### src/rtl/wca_rbus_arbiter.sv
// -----------------------------------------------------------------------------
// wca_rbus_arbiter
//
// Two-requester round-robin arbiter and sequencer for the internal register bus.
// Requester 0 is the host DMA bridge and requester 1 is an internal master.
// Each granted single-word read or write is run as four bus phases:
//   IDLE -> ADDR (1 cycle) -> STRB (STROBE_CYCLES cycles) -> DONE (1 cycle) -> IDLE
// The block then returns read data and a one-cycle ack to the winner.
//
// Ports
//   cpuclock     block clock, also forwarded combinationally on rbusCtrl[0]
//   reset        synchronous active-high reset
//   req[1:0]     per-requester request level
//   we[1:0]      per-requester write enable (1 = write, 0 = read)
//   addr0/addr1  per-requester 8-bit register address
//   wdata0/1     per-requester 16-bit write data
//   ack[1:0]     one-cycle completion pulse to the granted requester
//   rdata        read data, valid with ack and held afterwards
//   grant[1:0]   one-hot owner of the current transaction, 0 when idle
//   busy         high whenever the sequencer is not idle
//   rbusCtrl     {0, addr[7:0], nAddrStrobe, nReadStrobe, nWriteStrobe, cpuclock}
//   rbusDataOut  write data driven onto rbusData
//   rbusDataOe   tristate enable for rbusData (applied at top level)
//   rbusDataIn   rbusData as read back from the bus
// -----------------------------------------------------------------------------
module wca_rbus_arbiter #(
    parameter int unsigned STROBE_CYCLES = 2   // strobe low time, 1..15
) (
    input  logic        cpuclock,
    input  logic        reset,
    input  logic [1:0]  req,
    input  logic [1:0]  we,
    input  logic [7:0]  addr0,
    input  logic [7:0]  addr1,
    input  logic [15:0] wdata0,
    input  logic [15:0] wdata1,
    output logic [1:0]  ack,
    output logic [15:0] rdata,
    output logic [1:0]  grant,
    output logic        busy,
    output logic [12:0] rbusCtrl,
    output logic [15:0] rbusDataOut,
    output logic        rbusDataOe,
    input  logic [15:0] rbusDataIn
);

    typedef enum logic [1:0] {
        ST_IDLE = 2'd0,
        ST_ADDR = 2'd1,
        ST_STRB = 2'd2,
        ST_DONE = 2'd3
    } state_e;

    // The counter is loaded on entry to STRB and counts down to zero, so the
    // strobe stays low for exactly STROBE_CYCLES cycles.
    localparam logic [3:0] STRB_LOAD = 4'(STROBE_CYCLES - 1);

    state_e      state_q, state_d;
    logic        last_q,  last_d;    // requester that won most recently
    logic        we_q,    we_d;      // latched direction of the current transfer
    logic [3:0]  cnt_q,   cnt_d;
    logic [1:0]  grant_q, grant_d;
    logic [1:0]  ack_q,   ack_d;
    logic [15:0] rdata_q, rdata_d;
    logic        busy_q,  busy_d;
    logic [7:0]  addr_q,  addr_d;    // bus address, latched at grant
    logic        nas_q,   nas_d;
    logic        nrs_q,   nrs_d;
    logic        nws_q,   nws_d;
    logic [15:0] dout_q,  dout_d;
    logic        oe_q,    oe_d;

    logic        win;                // index of the requester chosen in IDLE
    logic        win_we;

    // Next-state and registered-output logic. Outputs are computed for the
    // state being entered, so every bus pin comes straight from a flop.
    always_comb begin
        // NOTE: every value written here gets a default first, so no path through the case can infer a latch.
        state_d = state_q;
        last_d  = last_q;
        we_d    = we_q;
        cnt_d   = cnt_q;
        grant_d = grant_q;
        ack_d   = 2'b00;
        rdata_d = rdata_q;
        busy_d  = busy_q;
        addr_d  = addr_q;
        nas_d   = nas_q;
        nrs_d   = nrs_q;
        nws_d   = nws_q;
        dout_d  = dout_q;
        oe_d    = oe_q;
        win     = 1'b0;
        win_we  = 1'b0;

        case (state_q)
            ST_IDLE: begin
                if (req != 2'b00) begin
                    // On contention the requester that did not win last time goes first.
                    win     = (req == 2'b11) ? ~last_q : req[1];
                    win_we  = we[win];
                    state_d = ST_ADDR;
                    last_d  = win;
                    we_d    = win_we;
                    grant_d = win ? 2'b10 : 2'b01;
                    busy_d  = 1'b1;
                    addr_d  = win ? addr1 : addr0;
                    nas_d   = 1'b0;
                    if (win_we) begin
                        dout_d = win ? wdata1 : wdata0;
                        oe_d   = 1'b1;
                    end
                end
            end

            ST_ADDR: begin
                state_d = ST_STRB;
                cnt_d   = STRB_LOAD;
                nas_d   = 1'b1;
                if (we_q) nws_d = 1'b0;
                else      nrs_d = 1'b0;
            end

            ST_STRB: begin
                if (cnt_q == 4'd0) begin
                    state_d = ST_DONE;
                    nrs_d   = 1'b1;
                    nws_d   = 1'b1;
                    oe_d    = 1'b0;
                    ack_d   = grant_q;
                    // Read data is sampled on the edge that ends the strobe.
                    if (!we_q) rdata_d = rbusDataIn;
                end else begin
                    cnt_d = cnt_q - 4'd1;
                end
            end

            ST_DONE: begin
                state_d = ST_IDLE;
                grant_d = 2'b00;
                busy_d  = 1'b0;
            end

            default: state_d = ST_IDLE;
        endcase
    end

    // NOTE: state updates use non-blocking assignments so all flops see the same pre-edge values.
    always_ff @(posedge cpuclock) begin
        if (reset) begin
            state_q <= ST_IDLE;
            last_q  <= 1'b1;
            we_q    <= 1'b0;
            cnt_q   <= 4'd0;
            grant_q <= 2'b00;
            ack_q   <= 2'b00;
            rdata_q <= 16'h0000;
            busy_q  <= 1'b0;
            addr_q  <= 8'h00;
            nas_q   <= 1'b1;
            nrs_q   <= 1'b1;
            nws_q   <= 1'b1;
            dout_q  <= 16'h0000;
            oe_q    <= 1'b0;
        end else begin
            state_q <= state_d;
            last_q  <= last_d;
            we_q    <= we_d;
            cnt_q   <= cnt_d;
            grant_q <= grant_d;
            ack_q   <= ack_d;
            rdata_q <= rdata_d;
            busy_q  <= busy_d;
            addr_q  <= addr_d;
            nas_q   <= nas_d;
            nrs_q   <= nrs_d;
            nws_q   <= nws_d;
            dout_q  <= dout_d;
            oe_q    <= oe_d;
        end
    end

    assign ack         = ack_q;
    assign rdata       = rdata_q;
    assign grant       = grant_q;
    assign busy        = busy_q;
    assign rbusDataOut = dout_q;
    assign rbusDataOe  = oe_q;
    assign rbusCtrl    = {1'b0, addr_q, nas_q, nrs_q, nws_q, cpuclock};

endmodule

### config.mk
export PLATFORM = sky130hd
export DESIGN_NAME = wca_rbus_arbiter
export DESIGN_NICKNAME = d
export VERILOG_FILES = /design/src/rtl/wca_rbus_arbiter.sv
export SDC_FILE = /design/constraint.sdc
export NUM_CORES = 1
export LEC_CHECK = 0
export CORE_MARGIN = 4
export CORE_UTILIZATION = 44
export CTS_BUF_LIST = sky130_fd_sc_hd__clkbuf_4
export DETAILED_ROUTE_END_ITERATION = 6
export PLACE_DENSITY = 0.86
export SKIP_LAST_GASP = 1
export SYNTH_ARGS = -nofsm -noshare
export SYNTH_HDL_FRONTEND = slang
export SYNTH_SLANG_ARGS = --single-unit
### constraint.sdc
create_clock -name cpuclock -period 2.1 [get_ports cpuclock]
set_input_delay 0.42 -clock cpuclock [delete_from_list [all_inputs] [get_ports cpuclock]]
set_output_delay 0.42 -clock cpuclock [all_outputs]
set_load 0.02 [all_outputs]
**Yosys cells after proc, flatten, opt, wreduce, memory -nomap -nowiden**

Index checks and enable logic that the tools add are counted.
Widths: inputs -> output; s select.

- Reductions and logical operators: 18
- Bitwise gates (word level): 4
- Mux-type cells: 26
- $lt $le $gt $ge: 1
- Equality and inequality tests: 10
- Add/sub/neg operators: 1

Operators with widths:

| kind | count |
|---|---|
| $mux 16 | 1 |
| $ne 2x2->1 const B | 6 |
| $reduce_and 3->1 | 4 |
| $mux 1 | 11 |
| $pmux 1 s2 | 5 |
| $reduce_and 2->1 | 5 |
| $reduce_bool 2->1 | 5 |
| $mux 2 | 4 |
| $mux 8 | 1 |
| $pmux 2 s4 | 1 |
| $pmux 4 s2 | 1 |
| $eq 2x2->1 const B | 3 |
| $logic_not 4->1 | 1 |
| $mux 4 | 1 |
| $not 1->1 | 4 |
| $pmux 2 s2 | 1 |
| $reduce_and 4->1 | 1 |
| $sub 4x1->4 const B | 1 |
| $reduce_or 3->1 | 1 |
| $eq 2x1->1 const B | 1 |
| $logic_not 2->1 | 1 |
| $lt 1x2->1 const B | 1 |

- Output and inout port bits: 51
- Input bits: 70
- Register bits: 57
- Word-level logic and storage cells: 74

**Depth between registers and ports, before layout**

Gate-level depths: netlist of the first run.

- Depth in word-level cells: 7
- Gate-level depth with buffers: 8
- Mapped depth without buffers: 6

==> flow_metrics.py, run 1 <==
metrics = {
    "grt": {
        "grt_max_degree": 30,
        "antenna_found_initial": 0,
        "grt_pass1_wl_mm": 12.89,
        "overflow": 0,
        "grt_usage": 0.2179,
        "first_global_vias": 2752,
    },
    "status": {
        "outcome": "completed",
    },
    "die": {
        "fp.dieW_um": 87.67,
        "die_h_um": 87.67,
        "core-area_um2": 6026,
        "num_rows": 28,
        "dieArea_um2": 7686,
        "ios": 121,
        "start_util": 0.4635,
    },
    "timing": {
        "slew_violations": 0,
        "hold_viol_final": 0,
        "rsz0062_at_grt": "no",
        "setup-violations-final": 0,
        "worst_pin_slew_ns": 0.5294,
        "slew_headroom": 0.6471,
        "finalClockSkew_ns": 0.009526,
        "setup_ws_ns": 0.09704,
    },
    "placement": {
        "placed_cells": 509,
        "post-dp-hpwl_mm": 6.012,
        "gp_congestion": 0.8081,
        "post-place-ws_ns": -0.01705,
        "dpl_cell_area_um2": 4019,
        "io_buffers": 119,
    },
    "power": {
        "leakagePower_nw": 1.507,
        "irDropWorstVdd_v": 0.0007374,
        "p_sw_w": 0.001893,
        "cellPowerDensity_nw_per_um2": 1145,
        "pwr-share-comb": 0.486,
        "swShare": 0.3966,
        "power.internal_w": 0.002879,
        "p_seq_frac": 0.326,
        "p_clk_frac": 0.189,
    },
    "worst_setup_path": {
        "cp.arrival_ns": 1.58,
        "worstSetupPathType": "clk -> out",
        "cp.required_ns": 1.68,
        "crit_top_cell": "clkbuf_4",
        "crit_family": "buffers and inverters",
        "critPathSlowestCell": "dlygate4sd2_1",
        "crit_chain": "clkbuf_4, clkbuf_4, dlygate4sd2_1",
        "cpPeakStageDelay_ns": 0.31,
        "timing.critical_path.buf_inv": 3,
        "startpoint_type": "clock port",
        "critical_path.endpoint_type": "primary output",
        "path_max_fanout": 2,
    },
    "detailed_routing": {
        "via_count": 2837,
        "vias_per_cell": 5.373,
        "drt_iter0_drc": 162,
        "wl_mm": 8.299,
        "wl_per_cell_um": 15.72,
        "dr.pass1.iters": 4,
        "ant_nets": 0,
        "drc": 0,
    },
    "clock_network": {
        "cts_tree": "yes",
        "holdBufCountCts": 0,
        "clk-insertion-delay-late_ns": 0.51,
        "clk_pin_slew_ns": 0.09,
    },
    "job": {
        "max-cap-violations": 0,
    },
    "finish": {
        "diodes": 0,
        "finalNonFillerCells": 528,
        "fin_area_um2": 4169,
        "area_growth_pct": 49.28,
        "drive_gt1_frac": 0.1258,
        "fillCellCount": 497,
        "layout.nets": 524,
        "fin_util": 0.6919,
    },
    "synth": {
        "ys_types": 44,
        "synthCells": 332,
        "syn_nets": 408,
        "syn_area_per_cell_um2": 8.412,
        "netlist_area_um2": 2793,
        "synth-seq-cells": 57,
        "yosys_warnings": 0,
        "yosysSeqAreaShare": 0.4086,
    },
    "hold_path": {
        "hold_path.class": "in -> reg",
    },
}
routing by layer:
metal	track usage	routed length [µm]	vias up	part of all wire
met5	0	0	-	0
met4	0.1492	335	0	0.040
met3	0.04516	436	26	0.053
met2	0.3589	4144	82	0.50
met1	0.2529	3382	1357	0.41
li1	-	-	1372	-
power groups by stage:
stage | Clock [W] | Combinational [W] | Sequential [W]
after detailed placement | 0.0000639 | 0.00230 | 0.00157
after floorplan | 0.0000556 | 0.00119 | 0.00181
after global routing | 0.000981 | 0.00251 | 0.00159
after global placement | 0.0000639 | 0.00223 | 0.00156
final | 0.000901 | 0.00232 | 0.00155
after CTS | 0.000925 | 0.00232 | 0.00155
per-stage QoR:
stage / total power (W) / hold slack [ns] / setup TNS [ns]
floorplan: 0.003056 / 0.4825 / 0
global placement: 0.003852 / 0.4415 / 0
detailed placement: 0.003944 / 0.4477 / -0.02331
CTS: 0.004799 / 0.3469 / 0
global route: 0.005073 / 0.3991 / 0
finish: 0.004772 / 0.3756 / 0
what timing repair did:
item / 4_1_cts / 5_1_grt
gates resized for setup: 1 / 0
setup buffers: 0 / 0
setup endpoints to repair: 1 / 0
worst paths after layout:
check | depth (start not counted) | slack (ns) | start | to
worst max-delay path | 3 | 0.1 | cpuclock | rbusCtrl[0]
worst min-delay path | 2 | 0.38 | reset | state_q[1]
worst max register to register | 5 | 0.19 | state_q[1] | addr_q[6]
worst min register to register | 2 | 0.46 | rdata[12] | rdata[12]
flip-flops by register name, indices dropped and copies added (netlist names):
signal and cells:
ack 2, nws_q 1, rbusDataOe 1, addr_q 8, state_q 2, cnt_q 4, nrs_q 1, rbusDataOut 16
busy 1, nas_q 1, we_q 1, rdata 16, grant 2, last_q 1
cell type report:
cell class / instances / area [µm²] / share of cell area
Timing Repair Buffer: 131 / 1311 / 0.3145
Multi-Input combinational cell: 241 / 1448 / 0.3472
Sequential cell: 57 / 1141 / 0.2737
Clock inverter: 5 / 46.29 / 0.01110
Clock buffer: 15 / 113.9 / 0.02731
Inverter: 4 / 15.01 / 0.003601
Tap cell: 75 / 93.84 / 0.02251
worst reg2reg max path, delay by kind of cell, from the launching register on:
kind,cells,cell delay [ns]
buf+inv,1,0.10
compound gates,2,0.84
flops,1,0.36
fa+ha+maj,1,0.40
simple gates,1,0.09
kinds of logic (layout without fill, tap and decap cells):
logic type                 Yosys count  after routing  synth area share
AOI/OAI and AO/OA                   74             74            0.1635
adders and majority gates            6              6           0.02688
buffers and inverters               34            155           0.07302
DFF                                 57             57            0.4086
muxes                                2              2           0.01165
other                                1              1          0.001343
and+or+nand+nor                    158            158            0.3150
placed cells by master, fill, tap and decap left out, drive strengths merged, types with 3 or more instances in the layout:
cell type,count
a21oi,44
a311oi,8
buf,14
clkbuf,14
clkdlybuf4s50,117
clkinv,4
dfxtp,57
ha,6
inv,4
nand2,53
nand2b,3
nand3b,32
nor2,37
nor3,19
o21ai,7
o21bai,3
cells in the mapped netlist (all sizes together):
| cell | count | area [µm²] |
|---|---|---|
| nand2 | 53 | 198.9 |
| nor3b | 2 | 15.01 |
| a21bo | 1 | 10.01 |
| a22oi | 1 | 7.510 |
| o21a | 1 | 7.510 |
| a31oi | 2 | 12.51 |
| nand4bb | 1 | 27.53 |
| nor3 | 19 | 140.1 |
| o21bai | 3 | 22.52 |
| a32oi | 1 | 8.760 |
| buf | 23 | 162.6 |
| nand2b | 3 | 18.77 |
| a311oi | 8 | 70.07 |
| clkbuf | 7 | 26.28 |
| nand3 | 1 | 5.000 |
| a2bb2oi | 1 | 8.760 |
| o21ai | 7 | 38.79 |
| o31a | 1 | 8.760 |
| nand3b | 32 | 240.2 |
| inv | 4 | 15.01 |
| or2 | 2 | 12.51 |
| ha | 6 | 75.07 |
| a211oi | 1 | 7.510 |
| nor2 | 37 | 163.9 |
| nand4b | 1 | 8.760 |
| or3b | 2 | 17.52 |
| o211ai | 2 | 15.01 |
| dfxtp | 57 | 1141 |
| conb | 1 | 3.750 |
| a21boi | 1 | 18.77 |
| mux2i | 2 | 32.53 |
| and2 | 2 | 12.51 |
| a21oi | 44 | 220.2 |
| nor4 | 1 | 6.260 |
| nor2b | 2 | 12.51 |
Note: power is estimated with default switching activity, not from simulation.
==> inputs of run 2 (changes only) <==
--- a/config.mk
+++ b/config.mk
@@ -11,6 +11,7 @@
 export DETAILED_ROUTE_END_ITERATION = 6
 export PLACE_DENSITY = 0.86
 export SKIP_LAST_GASP = 1
+export SLEW_MARGIN = 10
 export SYNTH_ARGS = -nofsm -noshare
 export SYNTH_HDL_FRONTEND = slang
 export SYNTH_SLANG_ARGS = --single-unit
==> results of run 2 <==
Same layout as run 1: the final DEF is identical, and so are final timing and power.
